$ cat src/rtl/shared_bus_arbiter_if.sv
// Request/grant bundle between the shared data-bus devices and the bus arbiter.
// The master modport is the arbiter side; the slave modport is the device/bus side.
interface shared_bus_arbiter_if #(
    parameter int N_REQ = 4
);
    localparam int IDW = $clog2(N_REQ);

    logic [N_REQ-1:0] req;
    logic             bus_valid;
    logic [N_REQ-1:0] grant;
    logic [IDW-1:0]   grant_id;
    logic             bus_busy;
    logic             timeout_err;
    logic             proto_err;

    modport master (
        input  req,
        input  bus_valid,
        output grant,
        output grant_id,
        output bus_busy,
        output timeout_err,
        output proto_err
    );

    modport slave (
        output req,
        output bus_valid,
        input  grant,
        input  grant_id,
        input  bus_busy,
        input  timeout_err,
        input  proto_err
    );
endinterface

$ cat src/rtl/shared_bus_arbiter.sv
// Round-robin owner arbiter for the shared 8-bit tri-state data bus.
// It limits burst length, revokes silent owners, and forces one turnaround cycle between owners.
//
// state | meaning
// IDLE  | no owner, no pending turnaround; first request seen is granted next cycle
// GRANT | one device owns the bus; beat/idle counters run, release checks active
// TURN  | grant forced low for one cycle after a release; re-arbitrates if requests pend
module shared_bus_arbiter #(
    parameter int N_REQ     = 4,
    parameter int MAX_BURST = 8,
    parameter int TIMEOUT   = 16
) (
    input  logic                clk,
    input  logic                rst_n,
    shared_bus_arbiter_if.master bus
);
    localparam int IDW = $clog2(N_REQ);

    typedef enum logic [1:0] {
        IDLE  = 2'd0,
        GRANT = 2'd1,
        TURN  = 2'd2
    } state_t;

    state_t           state_q, state_d;
    logic [N_REQ-1:0] grant_q, grant_d;
    logic [IDW-1:0]   owner_q, owner_d;
    logic [IDW-1:0]   rr_ptr_q, rr_ptr_d;
    logic [7:0]       beat_cnt_q, beat_cnt_d;
    logic [7:0]       idle_cnt_q, idle_cnt_d;
    logic             timeout_err_q, timeout_err_d;
    logic             proto_err_q;
    logic             bus_busy_q;

    logic             win_found;
    logic [IDW-1:0]   win_id;
    logic [IDW:0]     scan_sum;
    logic [IDW-1:0]   scan_idx;

    logic             rel_drop;
    logic             rel_burst;
    logic             rel_timeout;
    logic [IDW-1:0]   owner_next;

    // Search starts at rr_ptr and wraps; the first requester found wins.
    always_comb begin
        win_found = 1'b0;
        win_id    = '0;
        scan_sum  = '0;
        scan_idx  = '0;
        for (int i = 0; i < N_REQ; i++) begin
            scan_sum = {1'b0, rr_ptr_q} + (IDW+1)'(i);
            if (scan_sum >= (IDW+1)'(N_REQ)) begin
                scan_sum = scan_sum - (IDW+1)'(N_REQ);
            end
            scan_idx = scan_sum[IDW-1:0];
            if (!win_found && bus.req[scan_idx]) begin
                win_found = 1'b1;
                win_id    = scan_idx;
            end
        end
    end

    assign rel_drop    = !bus.req[owner_q];
    assign rel_burst   = bus.bus_valid && (beat_cnt_q == 8'(MAX_BURST - 1));
    assign rel_timeout = !bus.bus_valid && (idle_cnt_q == 8'(TIMEOUT - 1));
    assign owner_next  = (owner_q == IDW'(N_REQ - 1)) ? '0 : owner_q + 1'b1;

    always_comb begin
        state_d       = state_q;
        grant_d       = grant_q;
        owner_d       = owner_q;
        rr_ptr_d      = rr_ptr_q;
        beat_cnt_d    = beat_cnt_q;
        idle_cnt_d    = idle_cnt_q;
        timeout_err_d = 1'b0;

        case (state_q)
            IDLE, TURN: begin
                grant_d = '0;
                if (win_found) begin
                    state_d         = GRANT;
                    grant_d[win_id] = 1'b1;
                    owner_d         = win_id;
                    beat_cnt_d      = '0;
                    idle_cnt_d      = '0;
                end else begin
                    state_d = IDLE;
                end
            end

            GRANT: begin
                if (bus.bus_valid) begin
                    idle_cnt_d = '0;
                    if (beat_cnt_q != 8'hFF) begin
                        beat_cnt_d = beat_cnt_q + 8'd1;
                    end
                end else if (idle_cnt_q != 8'hFF) begin
                    idle_cnt_d = idle_cnt_q + 8'd1;
                end

                // A voluntary drop in the same cycle masks the timeout report.
                if (rel_drop || rel_burst || rel_timeout) begin
                    state_d       = TURN;
                    grant_d       = '0;
                    rr_ptr_d      = owner_next;
                    timeout_err_d = rel_timeout && !rel_drop;
                end
            end

            default: begin
                state_d = IDLE;
                grant_d = '0;
            end
        endcase
    end

    always_ff @(posedge clk or negedge rst_n) begin
        if (!rst_n) begin
            state_q       <= IDLE;
            grant_q       <= '0;
            owner_q       <= '0;
            rr_ptr_q      <= '0;
            beat_cnt_q    <= '0;
            idle_cnt_q    <= '0;
            timeout_err_q <= 1'b0;
            proto_err_q   <= 1'b0;
            bus_busy_q    <= 1'b0;
        end else begin
            state_q       <= state_d;
            grant_q       <= grant_d;
            owner_q       <= owner_d;
            rr_ptr_q      <= rr_ptr_d;
            beat_cnt_q    <= beat_cnt_d;
            idle_cnt_q    <= idle_cnt_d;
            timeout_err_q <= timeout_err_d;
            proto_err_q   <= bus.bus_valid && (grant_q == '0);
            bus_busy_q    <= |grant_d;
        end
    end

    assign bus.grant       = grant_q;
    assign bus.grant_id    = owner_q;
    assign bus.bus_busy    = bus_busy_q;
    assign bus.timeout_err = timeout_err_q;
    assign bus.proto_err   = proto_err_q;
endmodule
$ cat src/flat_wrapper.sv
// flat-port wrapper written by rule: the top's interface ports become plain ports
module shared_bus_arbiter_flat 
#(
    parameter int N_REQ     = 4,
    parameter int MAX_BURST = 8,
    parameter int TIMEOUT   = 16
)
  (clk, rst_n, bus_req, bus_bus_valid, bus_grant, bus_grant_id, bus_bus_busy, bus_timeout_err, bus_proto_err);
  shared_bus_arbiter_if #(.N_REQ(N_REQ)) bus_i ();
  input  logic clk;
  input  logic rst_n;
  input wire logic [$bits(bus_i.req)-1:0] bus_req;
  input wire logic [$bits(bus_i.bus_valid)-1:0] bus_bus_valid;
  output wire logic [$bits(bus_i.grant)-1:0] bus_grant;
  output wire logic [$bits(bus_i.grant_id)-1:0] bus_grant_id;
  output wire logic [$bits(bus_i.bus_busy)-1:0] bus_bus_busy;
  output wire logic [$bits(bus_i.timeout_err)-1:0] bus_timeout_err;
  output wire logic [$bits(bus_i.proto_err)-1:0] bus_proto_err;
  assign bus_i.req = bus_req;
  assign bus_i.bus_valid = bus_bus_valid;
  assign bus_grant = bus_i.grant;
  assign bus_grant_id = bus_i.grant_id;
  assign bus_bus_busy = bus_i.bus_busy;
  assign bus_timeout_err = bus_i.timeout_err;
  assign bus_proto_err = bus_i.proto_err;
  shared_bus_arbiter #(.N_REQ(N_REQ), .MAX_BURST(MAX_BURST), .TIMEOUT(TIMEOUT)) u_core (.clk(clk), .rst_n(rst_n), .bus(bus_i));
endmodule
$ cat config.mk
export PLATFORM = sky130hd
export DESIGN_NAME = shared_bus_arbiter_flat
export DESIGN_NICKNAME = d
export VERILOG_FILES = /design/src/rtl/shared_bus_arbiter_if.sv /design/src/rtl/shared_bus_arbiter.sv /design/src/flat_wrapper.sv
export SDC_FILE = /design/constraint.sdc
export NUM_CORES = 1
export LEC_CHECK = 0
export CORE_UTILIZATION = 35
export DETAILED_ROUTE_END_ITERATION = 6
export PLACE_DENSITY_LB_ADDON = 0.2
export SLEW_MARGIN = 25
export SYNTH_ARGS = -nofsm -noshare
export SYNTH_HDL_FRONTEND = slang
export SYNTH_SLANG_ARGS = --single-unit
$ cat constraint.sdc
create_clock -name clk -period 3.1 [get_ports clk]
set_clock_uncertainty 0.2 [all_clocks]
set_input_delay 0.62 -clock clk [delete_from_list [all_inputs] [get_ports clk]]
set_output_delay 0.62 -clock clk [all_outputs]
set_load 0.03 [all_outputs]
==> results of run 1 <==
-- kinds of logic (layout without fill, tap and decap cells) --
group / count (synthesis) / after routing / synth area share (%)
AND/OR/NAND/NOR: 60 / 60 / 21.9
AO/OA/AOI/OAI: 40 / 40 / 18.2
flip-flops: 29 / 29 / 47.4
buffers and inverters: 9 / 31 / 2.21
multiplexers: 7 / 7 / 6.13
adder cells (fa/ha/maj): 3 / 3 / 2.45
XOR/XNOR: 3 / 3 / 1.72
-- cell type report --
| cell class | count | area [µm²] |
|---|---|---|
| clock buffer | 7 | 86.3 |
| inverter | 7 | 26.3 |
| tap | 50 | 62.6 |
| timing repair buffer | 17 | 165 |
| fill | 397 | 2250 |
| sequential | 29 | 726 |
| multi-input combinational | 113 | 772 |
-- path summary, 6_finish.rpt --
check	from	to	slack (ns)	depth (start not counted)
setup / recovery	bus_req[1]	u_core.idle_cnt_q[3]	0.63	5
setup reg to reg	u_core.beat_cnt_q[4]	u_core.rr_ptr_q[0]	0.70	4
hold / removal	u_core.bus.grant[0]	u_core.bus.grant[0]	0.33	1
max in group asynchronous	rst_n	u_core.bus.grant_id[1]	1.90	2
min in group asynchronous	rst_n	u_core.idle_cnt_q[5]	0.52	2
hold reg to reg	u_core.bus.grant[0]	u_core.bus.grant[0]	0.33	1
-- through the flow --
step | cells | util, %
4_1_cts | 223 | 45.0
3_3_place_gp | 216 | 42.9
6_report | 223 | 45.0
2_1_floorplan | 151 | -
5_1_grt | 223 | 45.0
3_5_place_dp | 216 | 42.9
-- state kept, by name (all words and copies together), names as in the netlist --
signal,flops
u_core.beat_cnt_q,8
u_core.bus.grant,4
u_core.bus.timeout_err,1
u_core.bus.grant_id,2
u_core.idle_cnt_q,8
u_core.rr_ptr_q,2
u_core.bus.bus_busy,1
u_core.bus.proto_err,1
u_core.state_q,2
-- cell usage in the layout (no fill, tap or decap), drive strengths merged, types with 3 or more instances in the layout --
master	synthesis	layout
clkbuf	2	7
mux2i	3	3
inv	7	7
mux2	3	3
nand3	7	7
and3	4	4
o21ai	8	8
nand2b	3	3
nand4	3	3
ha	3	3
a21oi	11	11
or4	3	3
clkdlybuf4s50	0	15
xnor2	3	3
dfrtp	29	29
nor2	11	11
nand2	12	12
-- power by group through the flow --
stage | clock (mW) | sequential, mW | combinational [mW]
after floorplan | 0 | 0.656 | 0.348
after global placement | 0 | 0.577 | 0.644
after detailed placement | 0 | 0.582 | 0.653
after CTS | 0.328 | 0.578 | 0.657
after global routing | 0.340 | 0.590 | 0.702
final | 0.319 | 0.577 | 0.652
-- routing by layer --
metal,global-route usage [%],vias up,part of all wire (%)
met3,5.17,7,4.5
li1,-,613,-
met1,20.8,633,45
met4,5.47,0,1.5
met2,29.0,36,49
met5,0,-,0
==> impl_summary.log, run 1 <==
[metrics] number of search-and-repair iterations in the first detailed-routing pass: 4
[metrics] top cell family by delay on the critical path: simple AND/OR/NAND/NOR gates
[metrics] Combinational Power Share: 42.1%
[metrics] Post-synth EDFFs: 0
[metrics] max capacitance violation total: 0
[metrics] type of origin of the critical path: input port
[metrics] overall die area: 0.00464 mm²
[metrics] max-slew violation total from the final report: 0
[metrics] Synth warnings: 0
[metrics] Highest Clock Rate: 405 MHz
[metrics] crit path kind: in2reg
[metrics] maximum fanout encountered on the critical timing path: 11
[metrics] fraction of post-synthesis cell area in the top cell type by area: 47.4%
[metrics] ratio of total power to cell area: 842 mW/mm²
[metrics] Core ar.: 0.00409 mm²
[metrics] via/cell ratio: 5.78
[metrics] share of total power in the clock network: 20.6%
[metrics] Setup crit end kind: flip-flop
[metrics] outcome: complete, no violations
[metrics] share of synthesized flip-flops with an asynchronous set or reset: 100%
[metrics] sum of negative setup slack: 0 ns
[metrics] area delta synth->final: 20.0%
[metrics] CTS resizes: 0
[metrics] vertical die dimension: 68.2 µm
[metrics] I/O pin count: 16
[metrics] commonest register cell after synthesis: sky130_fd_sc_hd__dfrtp_1
[metrics] net total in the final layout: 183
[metrics] Power, Total: 1.55 mW
[metrics] CTS tree: done
[metrics] Slowest cell on crit path: sky130_fd_sc_hd__nor4_1
[metrics] reported net switching power: 0.609 mW
[metrics] count of antenna diodes in the layout: 0
[metrics] top cell types by occurrence after synthesis: sky130_fd_sc_hd__dfrtp_1 (29), sky130_fd_sc_hd__nand2_1 (12), sky130_fd_sc_hd__a21oi_1 (11), sky130_fd_sc_hd__nor2_1 (11), sky130_fd_sc_hd__o21ai_0 (8)
[metrics] DP Area: 0.00175 mm²
[metrics] biggest area contributors in the synthesized netlist: sky130_fd_sc_hd__dfrtp_1 (47%), sky130_fd_sc_hd__a21oi_1 (3.6%), sky130_fd_sc_hd__nand2_1 (2.9%)
[metrics] setup repair after global routing missed its margin: no
[metrics] post-synth design cell area: 0.00153 mm²
[metrics] share of layout cells above drive strength 1: 11.6%
[metrics] distinct cell type count of the synthesized netlist: 49
[metrics] sequential share of power: 37.3%
[metrics] net count after synthesis: 161
[metrics] die width: 68.2 µm
[metrics] post-detailed-route DRC marker count: 0
[metrics] Max Buffers Root-to-Sink: 2
[metrics] syn avg cell area: 10.1 µm²
[metrics] num rows: 23
[metrics] maximum cell stage delay along the critical path: 0.50 ns
[metrics] TritonCTS Buffers: 5
[metrics] area leader, netlist: sky130_fd_sc_hd__dfrtp_1
[metrics] Yosys reg bits: 29
[metrics] pin slew with the least headroom to its limit: 0.836 ns
[metrics] number of failing hold endpoints at the final stage: 0
[metrics] number of antenna violations at the first check in global routing: 0
[metrics] cells after synthesis: 151
[metrics] ordered cell list for the critical path: clkdlybuf4s50_1 -> nor4_1 -> mux2i_1 -> a41oi_1 -> a21oi_1
[metrics] Sw Ratio: 39.3%
[metrics] sum of buffers and inverters on the critical path: 1
[metrics] WP data required: 3.02 ns
[metrics] count leader, synth: sky130_fd_sc_hd__dfrtp_1
[metrics] worst IR drop on VDD: 0.424 mV
[metrics] total track usage: 17.2%
[metrics] detailed placement HPWL: 2520 µm
[metrics] count of nets left with antenna violations after detail routing: 0
[metrics] final number of setup-violating endpoints: 0
[metrics] sinks on the clock net: 29
[metrics] buffers added on ports: 15
[metrics] clock period minus final worst setup slack: 2.47 ns
[metrics] worst slew margin relative to its limit: 42.7%
[metrics] Setup WS pre-CTS: 0.330 ns
[metrics] pin count of the biggest net entering global routing: 30
[metrics] final wirelength: 3540 µm
[metrics] worst min path class: reg2reg
[metrics] sequential cell area fraction in the yosys report: 47.4%
[metrics] GR Overflow Total: 0
[metrics] post-route cell area: 0.00184 mm²
[metrics] H-tree depth: 2
[metrics] worst skew pair latency: 0.28 ns
[metrics] weighted congestion at the end of routability-driven global placement: 0.802
[metrics] internal cell power: 0.939 mW
[metrics] worst hold margin: 0.334 ns
[metrics] hold buffers post-CTS: 0
[metrics] iteration-0 DRC count of the detailed router: 65
[metrics] part of the cycle the worst path needs: 79.6%
[metrics] total leakage power: 0.764 nW
[metrics] post-CTS setup buffer count: 0
[metrics] fin worst setup slack: 0.632 ns
[metrics] Root Buffer Master: sky130_fd_sc_hd__clkbuf_8
[metrics] total via count after detailed routing: 1289
[metrics] initial core utilization: 37.5%
[metrics] clk slew on worst S/H paths: 0.06 ns
[metrics] vias in the first global route: 1251
[metrics] signal arrival time at the worst endpoint: 2.39 ns
[metrics] average wire per cell in the routed design: 15.9 µm
[metrics] global-route wire length before repair: 5800 µm
(Power assumes the default switching activity.)
==> run 2, diff against run 1 <==
==> constraint.sdc (replaced) <==
create_clock -name clk -period 2.4 [get_ports clk]
set_clock_uncertainty 0.2 [all_clocks]
set_input_delay 0.48 -clock clk [delete_from_list [all_inputs] [get_ports clk]]
set_output_delay 0.48 -clock clk [all_outputs]
set_load 0.03 [all_outputs]
==> run 2 against run 1 <==
Net effect:
- clock power increased by 27%
- total power increased by 31%
- final area increased by 4.4%
- sequential power increased by 29%
- largest cell class unchanged
- critical endpoint is now u_core.rr_ptr_q[1]
- worst hold slack improved by 0.0091 ns
- register-to-register slack got worse by 0.61 ns
- first-iteration DRC count decreased by 18%
==> impl_summary.log, run 2 (synthesis results as in run 1) <==
[metrics] outcome: complete, no violations
[metrics] most common library cell in the layout ignoring fill and taps: sky130_fd_sc_hd__dfrtp_1
[metrics] hold buffers post-CTS: 0
[metrics] Sw Ratio: 39.8%
[metrics] setup repair after global routing missed its margin: no
[metrics] pin count of the biggest net entering global routing: 30
[metrics] DP Area: 0.00183 mm²
[metrics] overall die area: 0.00464 mm²
[metrics] buffers added on ports: 15
[metrics] number of search-and-repair iterations in the first detailed-routing pass: 4
[metrics] H-tree depth: 2
[metrics] footprint of the multi-input gates: 772 µm²
[metrics] post-route cell area: 0.00192 mm²
[metrics] die width: 68.2 µm
[metrics] final instance count without filler cells: 234
[metrics] total leakage power: 0.805 nW
[metrics] maximum fanout encountered on the critical timing path: 3
[metrics] CTS tree: done
[metrics] I/O pin count: 16
[metrics] Highest Clock Rate: 433 MHz
[metrics] count of nets left with antenna violations after detail routing: 0
[metrics] ordered cell list for the critical path: or4_1 -> or4_4 -> a31oi_4 -> mux2_4
[metrics] most frequent cells in the layout: sky130_fd_sc_hd__dfrtp_1 (29), sky130_fd_sc_hd__clkdlybuf4s50_1 (15), sky130_fd_sc_hd__nand2_1 (12), sky130_fd_sc_hd__buf_4 (12)
[metrics] post-detailed-route DRC marker count: 0
[metrics] sum of buffers and inverters on the critical path: 0
[metrics] num rows: 23
[metrics] post-CTS setup buffer count: 0
[metrics] Setup crit end kind: flip-flop
[metrics] GR Overflow Total: 0
[metrics] average wire per cell in the routed design: 14.5 µm
[metrics] detailed placement HPWL: 2490 µm
[metrics] total track usage: 17.4%
[metrics] number of failing hold endpoints at the final stage: 0
[metrics] Max Buffers Root-to-Sink: 2
[metrics] area delta synth->final: 25.2%
[metrics] worst skew pair latency: 0.28 ns
[metrics] count of antenna diodes in the layout: 0
[metrics] signal arrival time at the worst endpoint: 2.28 ns
[metrics] worst hold margin: 0.343 ns
[metrics] clk slew on worst S/H paths: 0.07 ns
[metrics] sequential share of power: 36.8%
[metrics] sequential cell area: 726 µm²
[metrics] initial core utilization: 37.5%
[metrics] share of total power in the clock network: 20.0%
[metrics] CTS resizes: 0
[metrics] max-slew violation total from the final report: 0
[metrics] max capacitance violation total: 0
[metrics] top cell family by delay on the critical path: simple AND/OR/NAND/NOR gates
[metrics] clock period minus final worst setup slack: 2.31 ns
[metrics] weighted congestion at the end of routability-driven global placement: 0.824
[metrics] vias in the first global route: 1278
[metrics] net total in the final layout: 193
[metrics] global-route wire length before repair: 5850 µm
[metrics] Combinational Power Share: 43.2%
[metrics] share of layout cells above drive strength 1: 17.4%
[metrics] ratio of total power to cell area: 1050 mW/mm²
[metrics] number of antenna violations at the first check in global routing: 0
[metrics] total via count after detailed routing: 1303
[metrics] crit path kind: reg2reg
[metrics] worst IR drop on VDD: 0.917 mV
[metrics] maximum cell stage delay along the critical path: 0.53 ns
[metrics] worst slew margin relative to its limit: 61.5%
[metrics] Core ar.: 0.00409 mm²
[metrics] reported net switching power: 0.805 mW
[metrics] dpl cells: 226
[metrics] pin slew with the least headroom to its limit: 0.572 ns
[metrics] vertical die dimension: 68.2 µm
[metrics] iteration-0 DRC count of the detailed router: 53
[metrics] final number of setup-violating endpoints: 0
[metrics] final wirelength: 3390 µm
[metrics] worst min path class: reg2reg
[metrics] TritonCTS Buffers: 5
[metrics] part of the cycle the worst path needs: 96.3%
[metrics] type of origin of the critical path: flip-flop
[metrics] WP data required: 2.37 ns
[metrics] via/cell ratio: 5.57
[metrics] sinks on the clock net: 29
[metrics] fillcell total: 400
[metrics] internal cell power: 1.22 mW
[metrics] Slowest cell on crit path: sky130_fd_sc_hd__or4_4
[metrics] Root Buffer Master: sky130_fd_sc_hd__clkbuf_8
-- run 2: changes by cell type in the layout (fill, tap and decap cells not counted), sizes merged --
cell      delta
buf         +10
clkinvlp     +3
clkbuf       -2
-- run 2: power by group through the flow --
stage	logic (mW)	registers, mW	clock network [mW]
after floorplan	0.450	0.847	0
after global placement	0.858	0.747	0
after detailed placement	0.871	0.750	0
after CTS	0.876	0.744	0.417
after global routing	0.957	0.767	0.440
final	0.874	0.744	0.404
-- run 2: worst reg2reg max path: cells and delay by family (launching register included) --
| family | cells | cell delay [ns] |
|---|---|---|
| AO/OA/AOI/OAI | 1 | 0.25 |
| flip-flops | 1 | 0.38 |
| AND/OR/NAND/NOR | 2 | 1.04 |
| multiplexers | 1 | 0.32 |
-- run 2: per-layer routing --
layer / global-route usage (%) / vias up / routed length, µm
met5: 0 / - / 0
li1: - / 629 / -
met3: 4.67 / 7 / 134
met1: 22.2 / 636 / 1610
met4: 7.81 / 0 / 50
met2: 27.3 / 31 / 1590
-- run 2: area by class of cell --
class	count	area share, %
inverters	7	1.37
clock buffers	5	3.59
flip-flops and latches	29	37.8
multi-input cells	113	40.2
repair buffers	27	12.5
clock inverters	3	1.17
well taps	50	3.26
-- run 2: per-stage QoR --
| stage | utilization (%) | TNS, ns | power [mW] | setup WS, ns |
|---|---|---|---|---|
| detailed placement | 44.7 | -0.299 | 1.62 | -0.0555 |
| floorplan | - | 0 | 1.30 | 0.127 |
| global route | 46.9 | 0 | 2.16 | 0.0544 |
| global placement | 44.7 | -0.0678 | 1.61 | -0.0338 |
| finish | 46.9 | 0 | 2.02 | 0.0885 |
| CTS | 46.9 | 0 | 2.04 | 0.0758 |
-- run 2: path summary, 6_finish.rpt --
path / startpoint / endpoint / slack, ns / depth (start not counted)
setup / recovery: u_core.beat_cnt_q[4] / u_core.rr_ptr_q[1] / 0.09 / 4
hold / removal: u_core.idle_cnt_q[0] / u_core.idle_cnt_q[0] / 0.34 / 1
setup reg to reg: u_core.beat_cnt_q[4] / u_core.rr_ptr_q[1] / 0.09 / 4
hold reg to reg: u_core.idle_cnt_q[0] / u_core.idle_cnt_q[0] / 0.34 / 1
max in group asynchronous: rst_n / u_core.idle_cnt_q[4] / 1.35 / 2
min in group asynchronous: rst_n / u_core.beat_cnt_q[4] / 0.39 / 2
==> run 3, diff against run 2 <==
--- a/config.mk
+++ b/config.mk
@@ -7,6 +7,7 @@
 export LEC_CHECK = 0
 export CORE_UTILIZATION = 35
 export DETAILED_ROUTE_END_ITERATION = 6
+export HOLD_SLACK_MARGIN = 0.03
 export PLACE_DENSITY_LB_ADDON = 0.2
 export SLEW_MARGIN = 25
 export SYNTH_ARGS = -nofsm -noshare
==> results of run 3 <==
The final DEF is identical to that of run 2; final timing and power are the same.
==> RTL change: new RTL, settings of run 1 <==
`MAX_BURST` is set to 8 in 2 places; all go to 7.
--- a/src/rtl/shared_bus_arbiter.sv
+++ b/src/rtl/shared_bus_arbiter.sv
@@ -8,5 +8,5 @@
 module shared_bus_arbiter #(
     parameter int N_REQ     = 4,
-    parameter int MAX_BURST = 8,
+    parameter int MAX_BURST = 7,
     parameter int TIMEOUT   = 16
 ) (
--- a/src/flat_wrapper.sv
+++ b/src/flat_wrapper.sv
@@ -3,5 +3,5 @@
 #(
     parameter int N_REQ     = 4,
-    parameter int MAX_BURST = 8,
+    parameter int MAX_BURST = 7,
     parameter int TIMEOUT   = 16
 )
Check against the original RTL: not equivalent (a bounded check fails within 10 cycles, from zero or initial values and one cycle with rst_n low).
==> RTL change against run 1 <==
Count of clock-buffer cells in the layout did not move. Power rose by 6.0%. First-iteration DRC count fell by 20%. Sequential share of layout area fell by 2.4 points. Sequential cell count did not move. Synthesized area rose by 8.9%. Global-route usage fell by 1.1 points. Setup slack improved by 0.11 ns. Final cell count rose by 1.8%. Non-clock buffer count did not move. Design area rose by 6.4%. Routed wire length rose by 1.6%. Via count rose by 2.4%. Core utilization fell by 1.3 points. Largest cell class unchanged. Highest routed layer unchanged.
==> RTL change: results (changes against run 1) <==
Power and ir drop
  • Clock group share of total power: 19.0% (was 20.6%)
  • Peak VDD IR: 0.000270 V (was 0.000424 V)
  • Share of power burned in registers: 35.2% (was 37.3%)
  • Clk pwr: 312 uW (was 319 uW)
  • Leakage: 0.000808 uW (was 0.000764 uW)
  • Switch share: 40.1% (was 39.3%)

Global routing
  • First-pass GRT wire length: 6.27 mm (was 5.80 mm)
  • Gr usage total: 16.1% (was 17.2%)
  • Number of global-route vias before repair: 1,318 (was 1,251)

Worst setup path
  • Critical path's top delay family: buffers and inverters (was simple AND/OR/NAND/NOR gates)
  • Max incr delay on CP: 0.69 ns (was 0.50 ns)
  • Crit path DAT: 2.31 ns (was 2.39 ns)
  • Worst path slowest cell: clkdlybuf4s50_1 (was nor4_1)
  • Worst-path fanout max: 9 (was 11)

Layout
  • Fillers: 412 (was 397)
  • N_diodes: 0 (unchanged)
  • Final #Nets: 186 (was 183)
  • Share of cells above drive strength 1: 14.3% (was 11.6%)

Logic synthesis
  • Post-Syn Area per Cell: 10.8 um2 (was 10.1 um2)
  • Sequential fraction of the synthesis area: 43.5% (was 47.4%)
  • Post-synth top cells: 29 x dfrtp_1, 14 x nand2_1, 13 x nor2_1, 10 x mux2i_1, 8 x nand3_1 (was 29 x dfrtp_1, 12 x nand2_1, 11 x a21oi_1, 11 x nor2_1, 8 x o21ai_0)
  • Ys Warns: 0 (unchanged)

Route
  • Routed WL per cell: 15.8 um (was 15.9 um)
  • Routed via count: 1,320 (was 1,289)
  • Wirelength, routed: 3.59 mm (was 3.54 mm)
  • DRT Pass-1 Iters: 6 (was 4)
  • Initial DRC count: 52 (was 65)

Run status
  • Status: finished clean (unchanged)

Placement
  • DP HPWL: 2.58 mm (was 2.52 mm)
  • Final GP Congestion: 0.889 (was 0.802)
  • Post-placement cell count: 220 (was 216)

Timing
  • Slew @ Worst Pin: 0.547 ns (was 0.836 ns)
-- RTL change: layout make-up --
type	instances	area, um2	share of cell area [%]
inverter	5	18.8	0.960
timing repair buffer	17	165	8.45
sequential	29	726	37.1
tap	52	65.1	3.33
multi-input combinational	117	895	45.7
clock buffer	7	86.3	4.41
-- RTL change: metrics by stage --
stage                     instance area (um2)  utilization, %  setup WS (ns)  hold slack [ns]
final                                    1960            43.7          0.743            0.315
after CTS                                1960            43.7          0.760            0.319
after global routing                     1960            43.7          0.642            0.346
after floorplan                          1670               -           1.13            0.124
after global placement                   1870            41.8          0.523            0.298
after detailed placement                 1870            41.8          0.455            0.303
-- RTL change: cells by family (layout without fill, tap and decap cells) --
logic type,count (synthesis),after routing,share of synthesized area (%)
buffers and inverters,9,29,2.85
XOR/XNOR,3,3,1.58
multiplexers,14,14,9.83
AND/OR/NAND/NOR,65,65,22.4
AO/OA/AOI/OAI,31,31,16.9
flip-flops,29,29,43.5
adder cells (fa/ha/maj),4,4,3.00
-- RTL change: per-layer routing --
| layer | vias up | global-route usage (%) | wire length [um] |
|---|---|---|---|
| met3 | 4 | 4.70 | 129 |
| met1 | 664 | 21.2 | 1650 |
| li1 | 621 | - | - |
| met2 | 31 | 24.9 | 1780 |
| met5 | - | 0 | 0 |
| met4 | 0 | 6.89 | 34 |
-- RTL change: final timing paths --
check | start | endpoint | slack (ns)
setup / recovery | bus_bus_valid | u_core.beat_cnt_q[7] | 0.74
hold / removal | u_core.bus.grant[0] | u_core.bus.grant[0] | 0.31
setup reg to reg | u_core.beat_cnt_q[3] | u_core.rr_ptr_q[1] | 1.12
hold reg to reg | u_core.bus.grant[0] | u_core.bus.grant[0] | 0.31
max in group asynchronous | rst_n | u_core.idle_cnt_q[0] | 1.89
min in group asynchronous | rst_n | u_core.bus.grant[2] | 0.53
